File: config.mk
export PLATFORM = sky130hd
export DESIGN_NAME = instruction_sequencer
export DESIGN_NICKNAME = d
export VERILOG_FILES = /design/src/rtl/instruction_sequencer.sv
export SDC_FILE = /design/constraint.sdc
export NUM_CORES = 1
export LEC_CHECK = 0
export ABC_CLOCK_PERIOD_IN_PS = 1700
export CORE_UTILIZATION = 38
export DETAILED_ROUTE_END_ITERATION = 16
export PLACE_DENSITY = 0.75
export RECOVER_POWER = 100
export SLEW_MARGIN = 20
export SYNTH_ARGS = -nofsm -noshare
export SYNTH_HDL_FRONTEND = slang
export SYNTH_SLANG_ARGS = --single-unit
File: constraint.sdc
create_clock -name clock -period 1.7 [get_ports clock]
set_clock_uncertainty 0.05 [all_clocks]
set_input_delay 0.255 -clock clock [delete_from_list [all_inputs] [get_ports clock]]
set_output_delay 0.255 -clock clock [all_outputs]
set_load 0.03 [all_outputs]
File: src/rtl/instruction_sequencer.sv
// Multi-cycle control FSM: fetch -> decode -> regread -> execute -> [memory] -> writeback.
// Optional retired-instruction counter enabled by defining SEQ_INSTR_COUNT_EN.
module instruction_sequencer #(
    parameter logic [3:0] OP_LOAD     = 4'b1000,
    parameter logic [3:0] OP_STORE    = 4'b1001,
    parameter logic [3:0] OP_JUMP     = 4'b1100,
    parameter logic [3:0] OP_HALT     = 4'b1111,
    parameter int         MEM_TIMEOUT = 15
) (
    input  logic        clock,
    input  logic        reset,
    input  logic        run,
    input  logic [3:0]  opcode,
    input  logic        mem_ready,
    output logic        mem_req,
    output logic        mem_we,
    output logic        en_fetch,
    output logic        en_decode,
    output logic        en_regread,
    output logic        en_alu,
    output logic        en_regwrite,
    output logic        pc_inc,
    output logic        pc_load,
    output logic [3:0]  state,
    output logic        halted,
    output logic        fault,
    output logic [15:0] instr_count
);

    localparam int WCNT_W = (MEM_TIMEOUT < 2) ? 1 : $clog2(MEM_TIMEOUT);
    localparam logic [WCNT_W-1:0] WCNT_LAST = WCNT_W'(MEM_TIMEOUT - 1);

    typedef enum logic [3:0] {
        S_IDLE      = 4'd0,
        S_FETCH     = 4'd1,
        S_DECODE    = 4'd2,
        S_REGREAD   = 4'd3,
        S_EXECUTE   = 4'd4,
        S_MEMORY    = 4'd5,
        S_WRITEBACK = 4'd6,
        S_HALT      = 4'd7,
        S_FAULT     = 4'd8
    } state_e;

    typedef enum logic [1:0] {
        CLS_ALU   = 2'd0,
        CLS_LOAD  = 2'd1,
        CLS_STORE = 2'd2,
        CLS_JUMP  = 2'd3
    } cls_e;

    state_e            state_q, state_d;
    cls_e              cls_q, cls_d;
    logic [WCNT_W-1:0] wcnt_q, wcnt_d;

    // Anything not recognised as LOAD/STORE/JUMP runs down the ALU path.
    function automatic cls_e classify(input logic [3:0] op);
        if (op == OP_LOAD)       return CLS_LOAD;
        else if (op == OP_STORE) return CLS_STORE;
        else if (op == OP_JUMP)  return CLS_JUMP;
        else                     return CLS_ALU;
    endfunction

    always_ff @(posedge clock or posedge reset) begin
        if (reset) begin
            state_q <= S_IDLE;
            cls_q   <= CLS_ALU;
            wcnt_q  <= '0;
        end else begin
            state_q <= state_d;
            cls_q   <= cls_d;
            wcnt_q  <= wcnt_d;
        end
    end

    always_comb begin
        state_d = state_q;
        cls_d   = cls_q;
        wcnt_d  = wcnt_q;
        case (state_q)
            S_IDLE: begin
                if (run) state_d = S_FETCH;
            end
            S_FETCH: begin
                if (mem_ready)              state_d = S_DECODE;
                else if (wcnt_q == WCNT_LAST) state_d = S_FAULT;
                else                        wcnt_d  = wcnt_q + WCNT_W'(1);
            end
            S_DECODE: begin
                state_d = S_REGREAD;
            end
            S_REGREAD: begin
                cls_d   = classify(opcode);
                state_d = (opcode == OP_HALT) ? S_HALT : S_EXECUTE;
            end
            S_EXECUTE: begin
                if (cls_q == CLS_LOAD || cls_q == CLS_STORE) state_d = S_MEMORY;
                else                                         state_d = S_WRITEBACK;
            end
            S_MEMORY: begin
                if (mem_ready) begin
                    if (cls_q == CLS_STORE) state_d = run ? S_FETCH : S_IDLE;
                    else                    state_d = S_WRITEBACK;
                end else if (wcnt_q == WCNT_LAST) begin
                    state_d = S_FAULT;
                end else begin
                    wcnt_d = wcnt_q + WCNT_W'(1);
                end
            end
            S_WRITEBACK: begin
                state_d = run ? S_FETCH : S_IDLE;
            end
            S_HALT:  state_d = S_HALT;
            S_FAULT: state_d = S_FAULT;
            default: state_d = S_IDLE;
        endcase
        // Every fresh handshake (including STORE -> FETCH back-to-back) starts a new timeout window.
        if ((state_d == S_FETCH  && state_q != S_FETCH) ||
            (state_d == S_MEMORY && state_q != S_MEMORY))
            wcnt_d = '0;
    end

    always_comb begin
        mem_req     = (state_q == S_FETCH) || (state_q == S_MEMORY);
        mem_we      = (state_q == S_MEMORY) && (cls_q == CLS_STORE);
        en_fetch    = (state_q == S_FETCH);
        en_decode   = (state_q == S_DECODE);
        en_regread  = (state_q == S_REGREAD);
        en_alu      = (state_q == S_EXECUTE);
        en_regwrite = (state_q == S_WRITEBACK) && (cls_q != CLS_JUMP);
        pc_load     = (state_q == S_WRITEBACK) && (cls_q == CLS_JUMP);
        // A STORE retires in MEMORY on the acknowledge cycle, so its PC step rides on mem_ready.
        pc_inc      = ((state_q == S_WRITEBACK) && (cls_q != CLS_JUMP)) ||
                      ((state_q == S_MEMORY) && (cls_q == CLS_STORE) && mem_ready);
        state       = state_q;
        halted      = (state_q == S_HALT);
        fault       = (state_q == S_FAULT);
    end

`ifdef SEQ_INSTR_COUNT_EN
    logic        retire;
    logic [15:0] cnt_q, cnt_d;

    always_comb begin
        retire = (state_q == S_WRITEBACK) ||
                 ((state_q == S_MEMORY) && (cls_q == CLS_STORE) && mem_ready);
        cnt_d  = cnt_q;
        if (retire) cnt_d = cnt_q + 16'd1;
    end

    always_ff @(posedge clock or posedge reset) begin
        if (reset) cnt_q <= '0;
        else       cnt_q <= cnt_d;
    end

    assign instr_count = cnt_q;
`else
    assign instr_count = 16'h0000;
`endif

endmodule

==> results_dict.tcl, run 1 <==
set metrics [dict create \
    leakagePower_uw 0.000819 \
    fin_area_sq_um 1760 \
    htreeDepth 1 \
    layout_min_cycle_time_ps 1910 \
    tritoncts "built" \
    startpoint_type "flip-flop" \
    core_region_area_sq_um 2280 \
    ff2ff_path_depth 6 \
    fin_tns_setup_ps -2140 \
    crit_cells 6 \
    row_count 17 \
    yosys-top-cells-area "dfrtp_1 (27%), buf_4 (14%), ha_1 (5.3%), nand2_1 (3.6%), inv_1 (3.2%)" \
    io_pins 39 \
    root_buffer "clkbuf_4" \
    finalHoldViolations 0 \
    drv_cap 0 \
    crit_buf_inv 1 \
    dp_cells 184 \
    n_antenna_cell 0 \
    numPortBuffers 22 \
    synth-seq-area-share 0.265 \
    whs_ps 322 \
    drc 0 \
    r2r_slack_ps -210 \
    yosysTopAreaCell "dfrtp_1" \
    critPathTopFamily "compound AO/OA/AOI/OAI gates" \
    ys.warnings.count 0 \
    cellPowerDensity_nw_per_um2 328 \
    fmax_mhz 524 \
    path_cells "inv_2 > ha_4 > a2bb2oi_2 > o32a_1 > a2111oi_4 > nor2_1" \
    syn_to_final_growth_pct 86.3 \
    dpl_cell_area_sq_um 1360 \
    drive_gt1_frac 0.600 \
    finalCritPeriodShare 1.12 \
    wl_per_cell_microns 16.4 \
    yosysTopAreaCellShare 0.265 \
    vias_per_cell 5.10 \
    violations "setup timing" \
    netlist_area_sq_um 943 \
    wl_microns 3420 \
    synth_edf_count 0 \
    ys.flop_type "dfrtp_1" \
    worstPathArrival_ps 2010 \
    drt_first_iter_violations 12 \
    syn_inst 109 \
    r2r_end "wcnt_q[2]$_DFFE_PP0P_" \
    clock-sinks 10 \
    wirelength_met1_microns 1360 \
    async_flop_share 1.00 \
    cp_data_required_time_ps 1800 \
    antenna_found_initial 0 \
    grtUsageTotal 0.239 \
    first_pass_iters 4 \
    max_stage_delay_ps 420 \
    clock_path_buffers 2 \
    ir_drop_uv 325 \
    synth_common_cells "buf_4 (17), dfrtp_1 (10), nand2_1 (9)" \
    hold_path_class "in2async" \
    synth_cell_types 39 \
    hold_buffers 0 \
    grt_max_degree 11 \
    postRouteAntennaNets 0 \
    die_area_sq_um 2690 \
    ys_ff_latch 10 \
    cts_buffers 3 \
    clk_pin_slew_worst_paths_ps 100 \
    num_vias 1061 \
    critPathMaxFanout 4 \
    wl_met2_microns 1770 \
    chipHeight_microns 51.8 \
    fin_ws_ps -208 \
    grt_pass1_vias 982 \
    grt_pass1_wl_microns 4690 \
    yosysMostFrequentCell "buf_4" \
    final_cells 208 \
    initial_core_util 0.415 \
    worstReg2RegStart "cls_q[0]$_DFFE_PP0P_" \
    nNetsFinal 193 \
    crit_type "reg2reg" \
    drv_slew 0 \
    end_kind "flip-flop" \
    maxUsedRoutingLayer "met4" \
    rsz0062_at_grt "true" \
    avgSynthCellArea_sq_um 8.66 \
    status "complete, but fails checks" \
    die_x_microns 51.8 \
    dp.final_hpwl_microns 1870 \
    gr-total-overflow 0 \
    place.gp.congestion 0.912 \
    dr_wl_met3_microns 143 \
    critPathSlowestCell "dfrtp_1" \
    insertion_delay_ps 300 \
    setup_viol 18 \
]
-- layout make-up --
type,count,area [sq um]
Clock buffer,4,36.3
Multi-Input combinational cell,86,769
Tap cell,28,35.0
Timing Repair Buffer,72,627
Fill cell,141,518
Inverter,8,35.0
Sequential cell,10,255
-- layout by cell type, fill, tap and decap left out, types with 3 or more instances in the layout --
master / synthesis / layout
nand2_4: 0 / 3
buf_6: 1 / 20
dfrtp_1: 10 / 6
buf_4: 17 / 37
nor3_2: 0 / 3
conb_1: 1 / 16
clkbuf_4: 0 / 4
clkbuf_1: 0 / 3
nand2_1: 9 / 5
nor2_1: 8 / 6
dfrtp_2: 0 / 4
clkdlybuf4s50_1: 0 / 6
inv_1: 8 / 4
dlygate4sd2_1: 0 / 4
-- flip-flops by register name, indices dropped and copies added (netlist names) --
| register | cells |
|---|---|
| state | 4 |
| cls_q | 2 |
| wcnt_q | 4 |
-- layer usage --
| layer | up-vias | global-route usage |
|---|---|---|
| li1 | 492 | - |
| met1 | 518 | 0.270 |
| met2 | 35 | 0.438 |
| met3 | 16 | 0.0526 |
| met4 | 0 | 0.0766 |
| met5 | - | 0 |
-- per-stage QoR --
| step | util | setup WS, ps | total power [uW] |
|---|---|---|---|
| floorplan | - | -137 | 331 |
| global placement | 0.596 | -280 | 333 |
| detailed placement | 0.596 | -339 | 334 |
| CTS | 0.720 | -135 | 560 |
| global route | 0.772 | -280 | 597 |
| finish | 0.772 | -208 | 577 |
-- timing repair --
action	4_1_cts	5_1_grt
setup buffers	14	6
pin swaps	9	7
gates resized for setup	39	20
endpoints found under the setup margin	21	15
-- report_power, final --
group / total [uW] / internal, uW / leakage (uW) / switching (uW)
logic: 101 / 29.6 / 0.000687 / 71.3
clock network: 239 / 131 / 0.0000210 / 108
registers: 238 / 238 / 0.000111 / 0
-- logic make-up after synthesis --
kind of cell	share of synthesized area
and+or+nand+nor	0.251
xor gates and xnor gates	0.0464
AOI/OAI and AO/OA	0.191
other	0.00397
buffers and inverters	0.190
adders and majority gates	0.0531
DFF	0.265
-- worst max-delay path by stage --
stage,from,endpoint,slack (ps)
global placement,mem_ready,wcnt_q[3]$_DFFE_PP0P_,-280
CTS,state[1]$_DFF_PP0_,fault,-130
global route,cls_q[0]$_DFFE_PP0P_,wcnt_q[2]$_DFFE_PP0P_,-280
floorplan,state[1]$_DFF_PP0_,wcnt_q[3]$_DFFE_PP0P_,-140
finish,cls_q[0]$_DFFE_PP0P_,wcnt_q[2]$_DFFE_PP0P_,-210
detailed placement,mem_ready,wcnt_q[2]$_DFFE_PP0P_,-340
Note: power is estimated with default switching activity, not from simulation.
==> run 2, diff against run 1 <==
--- a/config.mk
+++ b/config.mk
@@ -6,9 +6,10 @@
 export NUM_CORES = 1
 export LEC_CHECK = 0
 export ABC_CLOCK_PERIOD_IN_PS = 1700
-export CORE_UTILIZATION = 38
+export CORE_UTILIZATION = 40
+export CTS_BUF_LIST = sky130_fd_sc_hd__clkbuf_4 sky130_fd_sc_hd__clkbuf_8
 export DETAILED_ROUTE_END_ITERATION = 16
-export PLACE_DENSITY = 0.75
+export PLACE_DENSITY = 0.79
 export RECOVER_POWER = 100
 export SLEW_MARGIN = 20
 export SYNTH_ARGS = -nofsm -noshare
==> run 2 against run 1 <==
The run still ends with setup timing left. Combinational power rose by 7%. Die area fell by 4.8%. Setup slack got worse by 90 ps. Sequential cell count did not move. Power rose by 1.1%. Global-route usage rose by 6.9 points. Worst hold slack improved by 19 ps. Critical endpoint is now wcnt_q[0]$_DFFE_PP0P_. Highest routed layer unchanged.
==> results_dict.tcl, run 2 (synthesis gave the netlist of run 1 again) <==
set metrics [dict create \
    die_area_sq_um 2560 \
    chipHeight_microns 50.6 \
    clock-sinks 10 \
    syn_to_final_growth_pct 111 \
    clock_path_buffers 2 \
    whs_ps 341 \
    place.gp.congestion 0.911 \
    n_antenna_cell 0 \
    num_vias 1267 \
    root_buffer "clkbuf_4" \
    wl_per_cell_microns 21.9 \
    ir_drop_uv 419 \
    cellPowerDensity_nw_per_um2 293 \
    final_cell_mix "buf_4 (41), buf_6 (30), conb_1 (16)" \
    dp_cells 187 \
    row_count 17 \
    initial_core_util 0.426 \
    tritoncts "built" \
    crit_buf_inv 1 \
    numPortBuffers 22 \
    first_pass_iters 6 \
    final_cells 221 \
    grt_pass1_vias 1205 \
    finalCritPeriodShare 1.18 \
    critPathTopFamily "compound AO/OA/AOI/OAI gates" \
    postRouteAntennaNets 0 \
    leakagePower_uw 0.000929 \
    antenna_found_initial 0 \
    fin_total_pwr_uw 583 \
    vias_per_cell 5.73 \
    htreeDepth 1 \
    critPathMaxFanout 4 \
    fmax_mhz 500 \
    crit_type "reg2reg" \
    fin_tns_setup_ps -2900 \
    final_common_cell "buf_4" \
    path_cells "inv_2 > ha_4 > a2bb2oi_2 > o32a_1 > a2111oi_4 > nor2_1" \
    drc 0 \
    clk_pin_slew_worst_paths_ps 80 \
    dp.final_hpwl_microns 1910 \
    violations "setup timing" \
    regArea_sq_um 254 \
    cp_data_required_time_ps 1810 \
    rsz0062_at_grt "true" \
    grt_pass1_wl_microns 5830 \
    hold_buffers 0 \
    hold_path_class "in2async" \
    setup_viol 17 \
    startpoint_type "flip-flop" \
    status "complete, but fails checks" \
    grtUsageTotal 0.308 \
    die_x_microns 50.6 \
    drv_slew 0 \
    insertion_delay_ps 290 \
    nNetsFinal 206 \
    end_kind "flip-flop" \
    grt_max_degree 11 \
    worstPathArrival_ps 2110 \
    r2r_slack_ps -300 \
    wl_microns 4850 \
    finalHoldViolations 0 \
    drive_gt1_frac 0.648 \
    io_pins 39 \
    gr-total-overflow 0 \
    core_region_area_sq_um 2210 \
    fin_ws_ps -298 \
    layout_min_cycle_time_ps 2000 \
    max_stage_delay_ps 470 \
    fillers 90 \
    drt_first_iter_violations 57 \
    multiInputGateArea_sq_um 835 \
    drv_cap 0 \
    cts_buffers 3 \
    critPathSlowestCell "a2111oi_4" \
]
==> run 2: changes by cell type in the layout (fill, tap and decap cells not counted), moves of 2 or more <==
cell,before,now
clkbuf_1,3,0
nor3_2,3,1
nor2_4,1,3
buf_6,20,30
nor3_4,1,3
buf_4,37,41
==> run 2: worst register-to-register path: stages, from the launching register on <==
cell       delay, ps
dfrtp_1          410
inv_2            100
ha_4             210
a2bb2oi_2        160
o32a_1           380
a2111oi_4        470
nor2_1           100
==> run 2: final timing paths <==
path / start / end / cells past startpoint
setup / recovery: cls_q[0]$_DFFE_PP0P_ / wcnt_q[0]$_DFFE_PP0P_ / 6
hold / removal: reset / state[3]$_DFF_PP0_ / 2
setup reg to reg: cls_q[0]$_DFFE_PP0P_ / wcnt_q[0]$_DFFE_PP0P_ / 6
hold reg to reg: wcnt_q[1]$_DFFE_PP0P_ / wcnt_q[1]$_DFFE_PP0P_ / 2
max in group asynchronous: reset / state[0]$_DFF_PP0_ / 2
min in group clock: wcnt_q[1]$_DFFE_PP0P_ / wcnt_q[1]$_DFFE_PP0P_ / 2
==> run 2: timing repair <==
item                                   4_1_cts  5_1_grt
gates resized for setup                     43       41
pin swaps                                   17       14
setup endpoints to repair                   20       19
setup buffers                               18       14
endpoints found under the hold margin        0        0
gates cloned                                 0        0
==> run 2: cell type report <==
type,instances,area share
clock buffer,4,0.0182
inverter,8,0.0176
multi-input combinational,86,0.419
sequential,10,0.128
tap,28,0.0176
timing repair buffer,85,0.400
==> run 2: per-stage QoR <==
step | worst slack, ps | util | instance area, sq um
4_1_cts | -222 | 0.768 | 1700
3_5_place_dp | -329 | 0.624 | 1380
2_1_floorplan | -137 | - | 1060
3_3_place_gp | -284 | 0.624 | 1380
5_1_grt | -361 | 0.900 | 1990
6_report | -298 | 0.900 | 1990
==> run 2: per-layer routing <==
metal | share of wire | GRT usage | vias to the layer above
met4 | 0.067 | 0.231 | 0
met5 | 0 | 0 | -
li1 | - | - | 519
met3 | 0.092 | 0.0515 | 37
met1 | 0.37 | 0.330 | 601
met2 | 0.47 | 0.536 | 110
==> run 2: power breakdown <==
| part | total (uW) | leakage (uW) | switching (uW) | internal [uW] |
|---|---|---|---|---|
| clock network | 238 | 0.0000210 | 107 | 131 |
| logic | 108 | 0.000795 | 77.7 | 30.2 |
| registers | 238 | 0.000113 | 0 | 238 |
| total | 583 | 0.000929 | 185 | 398 |
==> run 3, diff against run 2 <==
--- a/config.mk
+++ b/config.mk
@@ -6,11 +6,13 @@
 export NUM_CORES = 1
 export LEC_CHECK = 0
 export ABC_CLOCK_PERIOD_IN_PS = 1700
+export CAP_MARGIN = 20
 export CORE_UTILIZATION = 40
 export CTS_BUF_LIST = sky130_fd_sc_hd__clkbuf_4 sky130_fd_sc_hd__clkbuf_8
 export DETAILED_ROUTE_END_ITERATION = 16
 export PLACE_DENSITY = 0.79
 export RECOVER_POWER = 100
+export SETUP_SLACK_MARGIN = 0.05
 export SLEW_MARGIN = 20
 export SYNTH_ARGS = -nofsm -noshare
 export SYNTH_HDL_FRONTEND = slang
==> run 3 against run 2 <==
The flow still finishes with violations (setup timing). Sequential cell count is the same. Non-clock buffer count is 13 lower. Die area stayed put. Sequential share of layout area grew 1.2 points. Routed wire length is 21% lower. Power fell by 1.9%. Critical path depth shrank 1. Design area is 8.3% lower. Clock-buffer cell count unchanged. Combinational power down 8%. Register-to-register slack got worse by 30 ps. Critical endpoint is now wcnt_q[3]$_DFFE_PP0P_. Largest cell class unchanged.
==> results_dict.tcl, run 3 (synthesis gave the netlist of run 1 again) <==
set metrics [dict create \
    finalHoldViolations 0 \
    die_x_microns 50.6 \
    grt_pass1_wl_microns 4740 \
    io_pins 39 \
    hold_buffers 0 \
    drive_gt1_frac 0.594 \
    grt-busiest-layer "met2" \
    cts_buffers 3 \
    nNetsFinal 193 \
    status "complete, but fails checks" \
    die_area_sq_um 2560 \
    crit_type "reg2reg" \
    antenna_found_initial 0 \
    wl_microns 3840 \
    violations "setup timing" \
    worstPathArrival_ps 2140 \
    row_count 17 \
    root_buffer "clkbuf_4" \
    use_met2 0.478 \
    chipHeight_microns 50.6 \
    fillers 118 \
    core_region_area_sq_um 2210 \
    use_met1 0.267 \
    insertion_delay_ps 290 \
    dp_cells 183 \
    gr-total-overflow 0 \
    final_cell_mix "buf_4 (37), buf_6 (22), conb_1 (16)" \
    drc 0 \
    layout_min_cycle_time_ps 2030 \
    final_common_cell "buf_4" \
    tritoncts "built" \
    drv_cap 0 \
    end_kind "flip-flop" \
    num_vias 1093 \
    final_util 0.825 \
    cellPowerDensity_nw_per_um2 313 \
    initial_core_util 0.426 \
    clock-sinks 10 \
    place.gp.congestion 0.920 \
    fin_ws_ps -331 \
    drv_slew 0 \
    grt_pass1_vias 1021 \
    r2r_slack_ps -330 \
    startpoint_type "flip-flop" \
    rsz0062_at_grt "true" \
    grt_max_degree 11 \
    numPortBuffers 22 \
    postRouteAntennaNets 0 \
    dp.final_hpwl_microns 1880 \
    final_cells 208 \
    syn_to_final_growth_pct 93.5 \
    grt_util_met3 0.0424 \
    fmax_mhz 492 \
    finalCritPeriodShare 1.19 \
    drt_first_iter_violations 56 \
    critPathMaxFanout 4 \
    worstReg2RegStart "cls_q[1]$_DFFE_PP0P_" \
    clk_pin_slew_worst_paths_ps 80 \
    cp_data_required_time_ps 1800 \
    setup_viol 14 \
    pre_cts_slack_ps -370 \
    first_pass_iters 6 \
    hold_path_class "in2async" \
    htreeDepth 1 \
    ff2ff_path_depth 5 \
    n_antenna_cell 0 \
    fin_tns_setup_ps -2650 \
    ir_drop_uv 353 \
    r2r_end "wcnt_q[3]$_DFFE_PP0P_" \
    vias_per_cell 5.25 \
    wl_per_cell_microns 18.5 \
    leakagePower_uw 0.000845 \
    clock_path_buffers 2 \
    grtUsageTotal 0.254 \
]
==> run 3: worst max-delay path, stage by stage (launching register included) <==
cell and delay (ps):
dfrtp_1 430, ha_4 270, a2bb2oi_2 160, o32a_1 390, a2111oi_4 500, nor2_1 90
==> run 3: final cells by class <==
| type | count | area, sq um | area share |
|---|---|---|---|
| Timing Repair Buffer | 72 | 661 | 0.362 |
| Multi-Input combinational cell | 86 | 808 | 0.443 |
| Sequential cell | 10 | 255 | 0.140 |
| Clock buffer | 4 | 36.3 | 0.0199 |
| Inverter | 8 | 30.0 | 0.0164 |
| Tap cell | 28 | 35.0 | 0.0192 |
==> run 3: where the power goes <==
| part | switching (uW) | internal (uW) |
|---|---|---|
| clock network | 105 | 131 |
| registers | 0 | 238 |
| logic | 71.9 | 27.3 |
==> run 3: metrics by stage <==
| step | hold WS (ps) | cell area (sq um) | power [uW] |
|---|---|---|---|
| final | 341 | 1830 | 572 |
| after global routing | 376 | 1830 | 589 |
| after CTS | 225 | 1630 | 553 |
| after detailed placement | 517 | 1380 | 333 |
| after global placement | 513 | 1380 | 331 |
| after floorplan | 44.9 | 1090 | 331 |
==> run 3: worst max-delay path by stage <==
| stage | from | to | slack (ps) | depth (start not counted) |
|---|---|---|---|---|
| 2_1_floorplan | state[1]$_DFF_PP0_ | wcnt_q[3]$_DFFE_PP0P_ | -140 | 6 |
| 6_report | cls_q[1]$_DFFE_PP0P_ | wcnt_q[3]$_DFFE_PP0P_ | -330 | 5 |
| 3_5_place_dp | mem_ready | wcnt_q[2]$_DFFE_PP0P_ | -370 | 6 |
| 3_3_place_gp | mem_ready | wcnt_q[3]$_DFFE_PP0P_ | -290 | 6 |
| 4_1_cts | wcnt_q[0]$_DFFE_PP0P_ | wcnt_q[2]$_DFFE_PP0P_ | -250 | 7 |
| 5_1_grt | cls_q[0]$_DFFE_PP0P_ | wcnt_q[3]$_DFFE_PP0P_ | -380 | 6 |
==> run 3: what timing repair did <==
item | 4_1_cts | 5_1_grt
resized for setup | 40 | 24
setup endpoints to repair | 21 | 17
buffers inserted | 11 | 11
pin swaps | 9 | 13
endpoints found under the hold margin | 0 | 0
==> run 3: metal layers <==
metal  up-vias  wire length (microns)
met4         0                    100
met5         -                      0
met2        57                   2090
met1       539                   1470
li1        485                      -
met3        12                    179
